**config.mk**
```make
export PLATFORM = sky130hd
export DESIGN_NAME = demux_scheduler
export DESIGN_NICKNAME = d
export VERILOG_FILES = /design/src/rtl/demux_scheduler.sv
export SDC_FILE = /design/constraint.sdc
export NUM_CORES = 1
export LEC_CHECK = 0
export ABC_AREA = 1
export CAP_MARGIN = 40
export CORE_MARGIN = 2
export CORE_UTILIZATION = 44
export DETAILED_ROUTE_END_ITERATION = 12
export PLACE_DENSITY = 0.77
export SYNTH_ARGS = -nofsm -noshare
export SYNTH_HDL_FRONTEND = slang
export SYNTH_SLANG_ARGS = --single-unit
```
**constraint.sdc**
```tcl
create_clock -name i_clk -period 1.8 [get_ports i_clk]
set_input_delay 0.18 -clock i_clk [delete_from_list [all_inputs] [get_ports i_clk]]
set_output_delay 0.18 -clock i_clk [all_outputs]
set_load 0.005 [all_outputs]
```
**src/rtl/demux_scheduler.sv**
```systemverilog
// Round-robin scheduler feeding a 1-to-4 serial demux: arbitrates, captures a payload, shifts it MSB-first.
// Optional even-parity trailer bit when DEMUX_SCHED_PARITY_EN is defined.
module demux_scheduler #(
    parameter int WIDTH = 8,
    parameter int GAP   = 1
) (
    input  logic                 i_clk,
    input  logic                 i_rst,
    input  logic [3:0]           i_req,
    input  logic [4*WIDTH-1:0]   i_data,
    output logic [3:0]           o_grant,
    output logic                 o_din,
    output logic [1:0]           o_addr,
    output logic                 o_frame,
    output logic                 o_busy
);

`ifdef DEMUX_SCHED_PARITY_EN
    localparam int N = WIDTH + 1;
`else
    localparam int N = WIDTH;
`endif
    localparam int CMAX = (N > GAP) ? N : GAP;
    localparam int CW   = $clog2(CMAX + 1);
    localparam logic [CW-1:0] N_LAST = CW'(N - 1);
    localparam logic [CW-1:0] G_LAST = (GAP > 0) ? CW'(GAP - 1) : '0;

    typedef enum logic [1:0] {S_IDLE, S_SHIFT, S_GAP} state_t;

    state_t            r_state;
    logic [1:0]        r_last;
    logic [WIDTH-1:0]  r_sreg;
    logic [CW-1:0]     r_cnt;
    logic [3:0]        r_grant;
    logic              r_din;
    logic [1:0]        r_addr;
    logic              r_frame;
    logic              r_busy;
`ifdef DEMUX_SCHED_PARITY_EN
    logic              r_par;
`endif

    logic [1:0]        w_win;
    logic [1:0]        w_idx;
    logic              w_any;
    logic [WIDTH-1:0]  w_payload;

    // Walk priority from lowest to highest so the highest-priority requester is written last.
    always_comb begin
        w_any = |i_req;
        w_win = r_last;
        w_idx = '0;
        for (int i = 4; i >= 1; i--) begin
            w_idx = r_last + 2'(i);
            if (i_req[w_idx]) w_win = w_idx;
        end
    end

    assign w_payload = i_data[int'(w_win)*WIDTH +: WIDTH];

    always_ff @(posedge i_clk or posedge i_rst) begin
        if (i_rst) begin
            r_state <= S_IDLE;
            r_last  <= 2'd3;
            r_sreg  <= '0;
            r_cnt   <= '0;
            r_grant <= '0;
            r_din   <= 1'b0;
            r_addr  <= '0;
            r_frame <= 1'b0;
            r_busy  <= 1'b0;
`ifdef DEMUX_SCHED_PARITY_EN
            r_par   <= 1'b0;
`endif
        end else begin
            r_grant <= '0;
            case (r_state)
                S_IDLE: begin
                    if (w_any) begin
                        r_state <= S_SHIFT;
                        r_last  <= w_win;
                        r_addr  <= w_win;
                        r_grant <= 4'b0001 << w_win;
                        r_sreg  <= {w_payload[WIDTH-2:0], 1'b0};
                        r_din   <= w_payload[WIDTH-1];
                        r_frame <= 1'b1;
                        r_busy  <= 1'b1;
                        r_cnt   <= '0;
`ifdef DEMUX_SCHED_PARITY_EN
                        r_par   <= ^w_payload;
`endif
                    end
                end
                S_SHIFT: begin
                    if (r_cnt == N_LAST) begin
                        r_din   <= 1'b0;
                        r_frame <= 1'b0;
                        r_cnt   <= '0;
                        if (GAP > 0) begin
                            r_state <= S_GAP;
                        end else begin
                            r_state <= S_IDLE;
                            r_busy  <= 1'b0;
                        end
                    end else begin
                        r_cnt  <= r_cnt + CW'(1);
                        r_sreg <= r_sreg << 1;
`ifdef DEMUX_SCHED_PARITY_EN
                        r_din  <= (r_cnt == CW'(WIDTH - 1)) ? r_par : r_sreg[WIDTH-1];
`else
                        r_din  <= r_sreg[WIDTH-1];
`endif
                    end
                end
                S_GAP: begin
                    if (r_cnt == G_LAST) begin
                        r_state <= S_IDLE;
                        r_busy  <= 1'b0;
                    end else begin
                        r_cnt <= r_cnt + CW'(1);
                    end
                end
                default: r_state <= S_IDLE;
            endcase
        end
    end

    assign o_grant = r_grant;
    assign o_din   = r_din;
    assign o_addr  = r_addr;
    assign o_frame = r_frame;
    assign o_busy  = r_busy;

endmodule
```
==> results.sh, run 1 <==
export IMPL_status="finished, violations left"
export IMPL_violations="negative setup slack"
export IMPL_initial_core_util_pct=46.5
export IMPL_yosys_warnings=0
export IMPL_postCtsHoldBufs=0
export IMPL_place_area_um2=2350
export IMPL_p_leak_nw=1.31
export IMPL_dp_hpwl_mm=3.20
export IMPL_layout_cells_non_filler=376
export IMPL_vias=1854
export IMPL_portBuffers=46
export IMPL_synthCells=260
export IMPL_crit_path_end_kind="flop"
export IMPL_worst_pin_slew_ns=0.341
export IMPL_dp_slack_ns=-0.231
export IMPL_fin_crit_sh_pct=108
export IMPL_min_path_type="primary input to asynchronous set/reset pin"
export IMPL_firstDrtPassIters=4
export IMPL_final_setup_viol_count=12
export IMPL_cts_tree="done"
export IMPL_final_cell_mix="nand2_1 (69), clkdlybuf4s50_1 (46), inv_1 (34), nor2_1 (32), dfrtp_1 (22)"
export IMPL_yosys_top_cells_area="dfrtp_1 (32%), nand2_1 (18%), inv_1 (7.8%), nor2_1 (7.8%), nand3_1 (6.1%)"
export IMPL_synth_top_area_share_pct=31.9
export IMPL_cts_path_max_buffers=2
export IMPL_drive_gt1_share_pct=21.6
export IMPL_rr_worst_depth=15
export IMPL_fmax_mhz=513
export IMPL_grt_overflow=0
export IMPL_finClkSkew_ns=0.00236
export IMPL_wl_per_cell_um=11.5
export IMPL_grt_usage_pct=20.2
export IMPL_path_clk_slew_ns=0.08
export IMPL_clockRootBuffer="clkbuf_8"
export IMPL_dieWidth_um=66.6
export IMPL_reg2reg_setup_slack_ns=-0.15
export IMPL_num_rows=22
export IMPL_io_pins=47
export IMPL_ys_seq_area_share_pct=34.9
export IMPL_vdd_drop_max_v=0.00104
export IMPL_drc=0
export IMPL_grt_antenna_before_repair=0
export IMPL_area_growth_pct=47.7
export IMPL_final_core_util_pct=68.6
export IMPL_maxSlewViolCount=0
export IMPL_wl_mm=4.31
export IMPL_tns_ns=-1.13
export IMPL_nNetsFinal=374
export IMPL_die_area_um2=4440
export IMPL_r2r_start="r_last[0]$_DFFE_PP1P_"
export IMPL_max_cap_violations=0
export IMPL_grt_pass1_vias=1707
export IMPL_viasPerCell=4.93
export IMPL_syn_area_um2=1730
export IMPL_final_common_cell="nand2_1"
export IMPL_crit_fanout=13
export IMPL_grt_pass1_wl_mm=6.97
export IMPL_dp_cells=368
export IMPL_syn_avg_cell_area_um2=6.64
export IMPL_grt_max_degree=25
export IMPL_power_mw=5.06
export IMPL_period_minus_slack_ns=1.95
export IMPL_h_tree_depth=1
export IMPL_slew_headroom_pct=77.1
export IMPL_synth_fp_nets=305
export IMPL_die_h_um=66.6
export IMPL_gp_congestion=0.917
export IMPL_startpoint="r_last[0]$_DFFE_PP1P_"
export IMPL_core_um2=3720
export IMPL_yosysTopAreaCell="dfrtp_1"
export IMPL_cts_buffers=3
export IMPL_critical_path_required_ns=1.96
export IMPL_worst_setup_path_type="flop to flop"
export IMPL_ys_ff_latch=24
export IMPL_finalHoldWorstSlack_ns=0.266
export IMPL_antenna_cells=0
export IMPL_drt_iter0_markers=99
export IMPL_critPathLaunchType="flop"
export IMPL_synth_cell_types=26
export IMPL_ant_nets=0
export IMPL_cts_num_sinks=24
export IMPL_rsz0062_at_grt="true"
export IMPL_final_cell_area_um2=2550
export IMPL_crit_arrival_ns=2.11
export IMPL_worstReg2RegEnd="r_sreg[4]$_DFFE_PP0P_"
export IMPL_postLayoutSetupSlackWorst_ns=-0.150
export IMPL_clock_latency_ns=0.26
export IMPL_p_per_area_nw_per_um2=1980
export IMPL_hold_viol_final=0
-- cells in the mapped netlist --
master / number
dfstp_2: 2
nor2_1: 36
dfrtp_1: 22
nor2_2: 1
nand4_1: 3
o21ai_0: 5
buf_4: 1
o21ai_1: 7
a21oi_1: 6
ha_1: 7
nand3b_1: 4
nand3_1: 21
o211ai_1: 2
nand2_1: 83
inv_2: 4
nand2_2: 2
nand3_2: 1
inv_1: 36
inv_4: 1
nand3_4: 1
a21boi_0: 1
buf_6: 2
nor3_1: 4
a21oi_2: 3
nand2_4: 3
buf_2: 2
-- registers in the layout, summed over array words and instances (netlist names) --
signal and count:
o_frame 1, o_busy 1, r_state 2, o_addr 2, r_sreg 7, r_last 2, r_cnt 4, o_din 1
o_grant 4
-- power by group --
part,internal (mW),switching (mW)
registers,0.803,0.163
clock network,0.158,0.162
logic,1.60,2.17
total,2.56,2.49
-- per-layer routing --
layer / vias up / wire [µm] / track usage [%]
met4: 0 / 44 / 5.61
li1: 939 / - / -
met2: 69 / 2070 / 35.1
met5: - / 0 / 0
met3: 6 / 278 / 4.22
met1: 840 / 1920 / 25.1
-- critical path: stages (launching register included) --
cell and delay (ns):
dfstp_2 0.62, buf_6 0.15, nand2_2 0.05, nand2_2 0.09, nand2_1 0.07, nand2_1 0.10, nand2_2 0.08, nand2_2 0.08
nand2_4 0.07, nand2_8 0.12, buf_4 0.13, a21oi_2 0.04, o21ai_1 0.06, nand2_1 0.08, nand2_1 0.06, nand2_1 0.05
-- kinds of logic (layout without fill, tap and decap cells) --
logic type	Yosys count	count (layout)	synth area share, %
simple gates	159	159	40.6
buf+inv	46	114	11.4
compound gates	24	24	8.04
flops	24	24	34.9
fa+ha+maj	7	7	5.07
-- worst max path at each step --
stage | depth (start not counted) | slack [ns] | endpoint
after detailed placement | 11 | -0.23 | r_sreg[3]$_DFFE_PP0P_
after global routing | 15 | -0.27 | r_sreg[4]$_DFFE_PP0P_
after CTS | 15 | -0.08 | o_din$_DFFE_PP0P_
after floorplan | 15 | 0.01 | r_sreg[2]$_DFFE_PP0P_
final | 15 | -0.15 | r_sreg[4]$_DFFE_PP0P_
after global placement | 11 | -0.20 | r_sreg[3]$_DFFE_PP0P_
-- area by class of cell --
type,count,area (µm²)
multi-input cells,190,1030
well taps,48,60.1
repair buffers,69,646
fillers,334,1170
inverters,41,164
flip-flops and latches,24,603
clock buffers,4,45.0
-- what timing repair did --
| action | 4_1_cts | 5_1_grt |
|---|---|---|
| gates cloned | 0 | 1 |
| resized for setup | 14 | 27 |
| endpoints found under the setup margin | 12 | 15 |
| buffers inserted | 2 | 1 |
| pin swaps | 9 | 16 |
(Power assumes the default switching activity.)
==> inputs of run 2 (changes only) <==
HOLD_SLACK_MARGIN = 0.1   (was default)
==> results of run 2 <==
The final DEF is identical to that of run 1; final timing and power are the same.
